===== src/rtl/char_seq_gen_pkg.sv =====
// ----------------------------------------------------------------------------
// chargen_pkg
// Shared types and helpers for the ASCII character sequencer and for anything
// that consumes its stream (for example a FIFO-side checker).
//   char_t    : one 8-bit character code
//   CH_A/C/Z  : ASCII constants "a", "c", "z"
//   char_next : pure next-character function with wrap and out-of-range
//               recovery; the sequencer and a checker can share it
// ----------------------------------------------------------------------------
package chargen_pkg;

    typedef logic [7:0] char_t;

    localparam char_t CH_A = 8'h61;
    localparam char_t CH_C = 8'h63;
    localparam char_t CH_Z = 8'h7A;

    // Step one character forward inside [first, last].
    // A value already outside the window, which can only happen if the
    // register was never reset, restarts at 'first' rather than wandering
    // through unrelated codes.
    function automatic char_t char_next(char_t c, char_t first, char_t last);
        char_t result;
        result = c + 8'd1;
        if (c == last) begin
            result = first;
        end else if ((c < first) || (c > last)) begin
            result = first;
        end
        return result;
    endfunction

endpackage


===== src/rtl/char_seq_gen_if.sv =====
// ----------------------------------------------------------------------------
// char_seq_gen_if
// Byte-producer bus between the character sequencer and its user.
//   n_cs : chip select, active-low; advances the sequence each clock
//   n_wr : write strobe, active-low; restarts the sequence only in builds
//          with CHARGEN_RELOAD_EN defined
//   port : current character, registered inside the sequencer
// Modports: master drives n_cs/n_wr and reads port; slave is the sequencer.
// ----------------------------------------------------------------------------
interface char_seq_gen_if;
    import chargen_pkg::*;

    logic  n_cs;
    logic  n_wr;
    char_t port;

    modport master (output n_cs, output n_wr, input  port);
    modport slave  (input  n_cs, input  n_wr, output port);

endinterface


===== src/rtl/char_seq_gen.sv =====
// ----------------------------------------------------------------------------
// char_seq_gen
// Synchronous ASCII test-pattern sequencer. Each clock with chip select low
// presents the next code of FIRSTCHAR..LASTCHAR on 'port', wrapping from
// LASTCHAR back to FIRSTCHAR in a single step.
// Ports:
//   clk   : system clock, rising-edge active
//   n_rst : synchronous active-low reset, loads FIRSTCHAR
//   bus   : char_seq_gen_if.slave (n_cs, n_wr in; port out)
// Parameters:
//   FIRSTCHAR : reset value and wrap target (default "a")
//   LASTCHAR  : final code before wrapping (default "z")
// Build option:
//   CHARGEN_RELOAD_EN : when defined, n_cs low together with n_wr low
//                       restarts the sequence at FIRSTCHAR, ahead of advance.
//                       When undefined, n_wr is ignored.
// ----------------------------------------------------------------------------
module char_seq_gen
    import chargen_pkg::*;
#(
    parameter char_t FIRSTCHAR = CH_A,
    parameter char_t LASTCHAR  = CH_Z
) (
    input  logic          clk,
    input  logic          n_rst,
    char_seq_gen_if.slave bus
);

    // An inverted window has no meaningful sequence, so refuse to elaborate.
    if (FIRSTCHAR > LASTCHAR) begin : g_bad_range
        $error("char_seq_gen: FIRSTCHAR must not exceed LASTCHAR");
    end

    char_t port_q;
    char_t port_d;

`ifdef CHARGEN_RELOAD_EN
    logic reload;
    // Restart request: both strobes low. Written as explicit comparisons so
    // an unknown strobe does not count as a request.
    assign reload = (bus.n_cs == 1'b0) && (bus.n_wr == 1'b0);
`else
    logic unused_wr;
    assign unused_wr = bus.n_wr;
`endif

    // Next-state selection in priority order: reset, reload, advance, hold.
    // Advance is gated on "!n_cs" so an unknown select holds the character.
    always_comb begin
        port_d = port_q;
        if (!n_rst) begin
            port_d = FIRSTCHAR;
`ifdef CHARGEN_RELOAD_EN
        end else if (reload) begin
            port_d = FIRSTCHAR;
`endif
        end else if (!bus.n_cs) begin
            port_d = char_next(port_q, FIRSTCHAR, LASTCHAR);
        end
    end

    // Single character register; reset is folded into port_d so it only
    // acts on the rising edge.
    always_ff @(posedge clk) begin
        port_q <= port_d;
    end

    assign bus.port = port_q;

endmodule


===== src/flat_wrapper.sv =====
// flat-port wrapper written by rule: the top's interface ports become plain ports
module char_seq_gen_flat import chargen_pkg::*;
#(
    parameter char_t FIRSTCHAR = CH_A,
    parameter char_t LASTCHAR  = CH_Z
)
  (clk, n_rst, bus_n_cs, bus_n_wr, bus_port);
  char_seq_gen_if bus_i ();
  input  logic clk;
  input  logic n_rst;
  input wire logic [$bits(bus_i.n_cs)-1:0] bus_n_cs;
  input wire logic [$bits(bus_i.n_wr)-1:0] bus_n_wr;
  output wire logic [$bits(bus_i.port)-1:0] bus_port;
  assign bus_i.n_cs = bus_n_cs;
  assign bus_i.n_wr = bus_n_wr;
  assign bus_port = bus_i.port;
  char_seq_gen #(.FIRSTCHAR(FIRSTCHAR), .LASTCHAR(LASTCHAR)) u_core (.clk(clk), .n_rst(n_rst), .bus(bus_i));
endmodule

===== config.mk =====
export PLATFORM = sky130hd
export DESIGN_NAME = char_seq_gen_flat
export DESIGN_NICKNAME = d
export VERILOG_FILES = /design/src/rtl/char_seq_gen_pkg.sv /design/src/rtl/char_seq_gen_if.sv /design/src/rtl/char_seq_gen.sv /design/src/flat_wrapper.sv
export SDC_FILE = /design/constraint.sdc
export NUM_CORES = 1
export LEC_CHECK = 0
export CORE_AREA = 2 2 39 41
export CTS_CLUSTER_SIZE = 25
export DETAILED_ROUTE_END_ITERATION = 8
export DIE_AREA = 0 0 41 43
export PLACE_DENSITY = 0.7
export RECOVER_POWER = 25
export REMOVE_ABC_BUFFERS = 1
export SYNTH_ARGS = -nofsm -noshare
export SYNTH_HDL_FRONTEND = slang
export SYNTH_SLANG_ARGS = --single-unit
export TNS_END_PERCENT = 30

===== constraint.sdc =====
create_clock -name clk -period 1.4 [get_ports clk]
set_input_delay 0.28 -clock clk [delete_from_list [all_inputs] [get_ports clk]]
set_output_delay 0.28 -clock clk [all_outputs]
set_load 0.05 [all_outputs]

# ---- Word-level counts from Yosys, hierarchy flattened
# Index checks and enable logic that the tools add are counted.
dict set report word_totals {
  regBits 8
  latchBits 0
  mem_bits_rw 0
  mem_bits_ro 0
  input_bits 4
  mem_count 0
}
dict set report classes {
  add_sub_neg 1
  mul 0
  div 0
  order_cmp 2
  n_eq_ne 1
  shifts 0
  muxes 2
  bitwise 0
  n_reduce_logical 1
}
# operator n
set ops {}
lappend ops {{2-to-1 mux 8 bit} 2}
lappend ops {{adder 8 x 1 -> 8 bit, second input constant} 1}
lappend ops {{== test 8 x 7 -> 1 bit, second input constant} 1}
lappend ops {{greater-than comparator 8 x 7 -> 1 bit, second input constant} 1}
lappend ops {{less-than comparator 8 x 7 -> 1 bit, second input constant} 1}
lappend ops {{logical OR 1 bit} 1}

# ---- Depth between registers and ports, before layout
# Gate-level depths: netlist (run 1).
dict set report logic_depth {
  depth_word 4
  ltp_mapped 6
  mapped_depth_nobuf 5
}

# ---- Worst setup path before layout (run 1)
# No wires, ideal clock.
dict set report synth_path {
  path_kind {register to register}
  startpoint {register u_core.port_q[0], in the netlist u_core.bus.port[0]}
  endpoint {register u_core.port_q[2], in the netlist u_core.bus.port[2]}
  setup_ns 0.076
  t_arrival_ns 1.852
  t_required_ns 1.324
  setup_slack_ns -0.528
  stages_incl_launch_ff 6
  path_buffers 0
  period_less_slack_ns 1.928
  cell_sequence {dfxtp_1 inv_1 ha_1 o311ai_1 nand4b_1 o22ai_1}
}
dict set report synth_between {
  elab_chain_cells 4
  word_cells_on_any_way 7
  cone_classes {1 x add/sub; 2 x order compare; 1 x eq/ne; 2 x mux; 1 x reduce/logical}
}
# item line
set synth_lines {}
lappend synth_lines {{from (decl)} char_seq_gen.sv:34} ;# char_t port_q;
lappend synth_lines {{from (signal assigned)} char_seq_gen.sv:65} ;# port_q <= port_d;
lappend synth_lines {{less-than comparator 8 x 7 -> 1 bit or greater-than comparator 8 x 7 -> 1 bit (tied branches)} char_seq_gen_pkg.sv:27} ;# end else if ((c < first) || (c > last)) begin
lappend synth_lines {{logical OR 1 bit} char_seq_gen_pkg.sv:27}
lappend synth_lines {{2-to-1 mux 8 bit} char_seq_gen_pkg.sv:27}
lappend synth_lines {{2-to-1 mux 8 bit *} char_seq_gen_pkg.sv:25} ;# if (c == last) begin
# Mark *: on every way between the ends. The rest lies on a longest branch, timed or not.
# A chain may end at the register's enable or synchronous reset.

# ---- Worst setup path after layout (run 1)
# Same ends and word-level chain as after synthesis.

==> flow_summary.json, run 1 <==
{
  "drt-pass1-iter-count": 4,
  "std_cell_rows": 14,
  "rr_worst_depth": 7,
  "synthSimpleGateAreaFrac": 0.287,
  "power_uw": 614,
  "fmaxAchievable_mhz": 692,
  "path_class": "flop to flop",
  "worstSetupStartpoint": "u_core.bus.port[0]",
  "numCtsBuffers": 3,
  "synthArstFlopShare": 0,
  "min_period_ps": 1450,
  "dpl.cell_count": 78,
  "final_count_of_hold_timing_violations": 0,
  "critical_path_slowest_stage_cell": "sky130_fd_sc_hd__dfxtp_2",
  "synth_sequential_area_ratio": 0.391,
  "clockRootBuffer": "sky130_fd_sc_hd__clkbuf_4",
  "die_height_um": 43,
  "grt_setup_unrepaired": "yes",
  "grt_pass1_wl_um": 1800,
  "overflow": 0,
  "dp_hpwl_um": 742,
  "finalCritPeriodShare": 1.03,
  "holdCritStartpoint": "u_core.bus.port[5]",
  "timing.critical_path.from_type": "flop",
  "post_route_cells_drive_above_1_share": 0.446,
  "finalWorstSetupSlack_ps": -45.5,
  "setup.worst_path.end_class": "flop",
  "layout.filler_cells": 121,
  "min_delay_path_depth": 1,
  "setup.reg_to_reg.worst_slack_ps": -50,
  "r2r-end": "u_core.bus.port[2]",
  "floorplan.die_area_mm2": 0.00176,
  "whs_endpoint": "u_core.bus.port[5]",
  "detail-route-antenna-nets": 0,
  "post_place_setup_slack_ps": -158,
  "run_status": "complete, but fails checks",
  "fin_area_um2": 763,
  "synth-seq-cells": 8,
  "netlist.top_cell.by_area": "sky130_fd_sc_hd__dfxtp_1",
  "worst-slew-pin-transition_ps": 346,
  "globalplace.congestion": 0.736,
  "synth_top_area_share": 0.391,
  "timing.rr.start": "u_core.bus.port[0]",
  "number_of_global_route_vias_before_repair": 443,
  "synth.area.mux_share": 0,
  "timing.critical_path.mode_cell": "sky130_fd_sc_hd__buf_6",
  "worstSkewPairLatency_ps": 270,
  "arrival_ps": 1640,
  "finalMaxSlewViolations": 0,
  "yosysWarnings": 0,
  "finish.net_count": 74,
  "failed_checks": "setup timing",
  "most_common_cell_after_layout_fill_and_taps_aside": "sky130_fd_sc_hd__buf_12",
  "io_pins": 12,
  "max_cap_violations": 0,
  "worst_ep_required_time_ps": 1600,
  "post_synth_fa_ha_maj_area_fraction": 0.0917,
  "cpPeakStageDelay_ps": 330,
  "cellPowerDensity_mw_per_mm2": 805,
  "detail_route.iter0.violations": 5,
  "start_util": 0.296,
  "area_delta_synth_final_pct": 86.5,
  "routed-via-count": 422,
  "cts_max_level": 1,
  "irDropWorstVdd_uv": 395,
  "route.final.wire_length_um": 1070,
  "cts_max_path_buffers": 2,
  "instances_no_fill": 81,
  "static-leakage-power_nw": 0.292,
  "number_of_clock_sinks": 8,
  "synth.top_cells.by_area": "sky130_fd_sc_hd__dfxtp_1, sky130_fd_sc_hd__ha_1, sky130_fd_sc_hd__a41oi_1, sky130_fd_sc_hd__nand2b_1, sky130_fd_sc_hd__inv_1",
  "detail_route.vias_per_cell": 5.21,
  "synth_cells": 44,
  "critical_path_maximum_fanout": 6,
  "antenna-diode-count": 0,
  "tritoncts": "built",
  "netlist_area_um2": 409,
  "largest_register_ffs": 8,
  "route.detailed.wl_per_inst_um": 13.2,
  "min_path_type": "flop to flop",
  "drc_violation_count_after_routing": 0,
  "yosys.area_share.xor_xnor": 0,
  "place.port_buffers": 10,
  "final-setup-viol-count": 4,
  "fp.coreArea_mm2": 0.00138,
  "most_frequent_cells_in_the_layout": "sky130_fd_sc_hd__buf_12, sky130_fd_sc_hd__dfxtp_1, sky130_fd_sc_hd__buf_4",
  "worst_slew_margin_rel": 0.769,
  "skew_ps": 8.25,
  "grt_start_max_net_pins": 7,
  "grt_antenna_before_repair": 0,
  "crit_chain": "inv_2 > buf_6 > ha_4 > o311ai_4 > buf_6 > nand4b_1 > o22ai_1",
  "synth_top_family_by_area": "simple AND/OR/NAND/NOR gates",
  "synth_cell_type_count": 21,
  "dpl_cell_area_um2": 672,
  "synth_enable_flop_cells": 0,
  "die_x_um": 41,
  "synth.avg_cell_area_um2": 9.30,
  "clkTransAtPathRegs_ps": 60,
  "globalRouteTotalUtil": 0.157,
  "synth_compound_area_frac": 0.162,
  "synth_flop_cell": "sky130_fd_sc_hd__dfxtp_1"
}
## synthesized netlist by cell type (all sizes together), types with 2 or more instances
| library cell | number |
|---|---|
| nand2 | 2 |
| nand2b | 4 |
| o22ai | 3 |
| inv | 6 |
| dfxtp | 8 |
| a41oi | 3 |
| ha | 3 |
| nand3 | 2 |
## cell families (layout without fill, tap and decap cells)
family,Yosys count,count (layout)
DFF,8,8
AOI/OAI and AO/OA,9,9
adders and majority gates,3,3
buffers and inverters,7,28
and+or+nand+nor,17,17
## how the worst max path moves through the flow
stage                                     to
final                     u_core.bus.port[2]
after global routing      u_core.bus.port[2]
after CTS                 u_core.bus.port[4]
after detailed placement  u_core.bus.port[2]
after global placement    u_core.bus.port[2]
after floorplan           u_core.bus.port[2]
## power breakdown
part / leakage [nW] / internal, mW / total [mW] / switching [mW]
clock: 0.0138 / 0.0989 / 0.189 / 0.0899
sequential: 0.0648 / 0.237 / 0.242 / 0.00502
combinational: 0.213 / 0.0886 / 0.183 / 0.0948
total: 0.292 / 0.424 / 0.614 / 0.190
## final cells by class
| class | count | area (µm²) | area share |
|---|---|---|---|
| repair buffers | 19 | 259 | 0.339 |
| flip-flops and latches | 8 | 161 | 0.211 |
| multi-input cells | 29 | 278 | 0.364 |
| inverters | 6 | 22.5 | 0.0295 |
| clock buffers | 3 | 22.5 | 0.0295 |
| well taps | 16 | 20.0 | 0.0262 |
## through the flow
step                setup TNS (ps)  hold WS (ps)   util
detailed placement            -558           535  0.486
global route                  -274           578  0.552
global placement              -341           532  0.486
finish                       -94.4           549  0.552
CTS                           -188           547  0.541
floorplan                    -2400           360      -
## worst max-delay path: cells and delay by family, from the launching register on
| kind | cells | cell delay, ps |
|---|---|---|
| adders and majority gates | 1 | 150 |
| AOI/OAI and AO/OA | 2 | 430 |
| DFF | 1 | 330 |
| and+or+nand+nor | 1 | 150 |
| buffers and inverters | 3 | 310 |
## metal layers
metal  wire, µm  vias to the layer above  GRT usage
li1           -                      208          -
met2        521                       12      0.244
met5          0                        -          0
met4         31                        0      0.100
met3         47                        3     0.0314
met1        470                      199      0.186
## what timing repair did
item / CTS / global route
setup endpoints to repair: 5 / 5
hold endpoints to repair: 0 / 0
setup buffers: 0 / 0
hold buffers: 0 / 0
resized for setup: 11 / 3
pin swaps: 4 / 6
No activity file was read; power rests on OpenSTA's default activity.
==> run 2: changes to the inputs <==
--- a/config.mk
+++ b/config.mk
@@ -9,6 +9,7 @@
 export CTS_CLUSTER_SIZE = 25
 export DETAILED_ROUTE_END_ITERATION = 8
 export DIE_AREA = 0 0 41 43
+export HOLD_SLACK_MARGIN = 0.12
 export PLACE_DENSITY = 0.7
 export RECOVER_POWER = 25
 export REMOVE_ABC_BUFFERS = 1
==> results of run 2 <==
No change in the layout: final DEF, timing and power equal those of run 1.
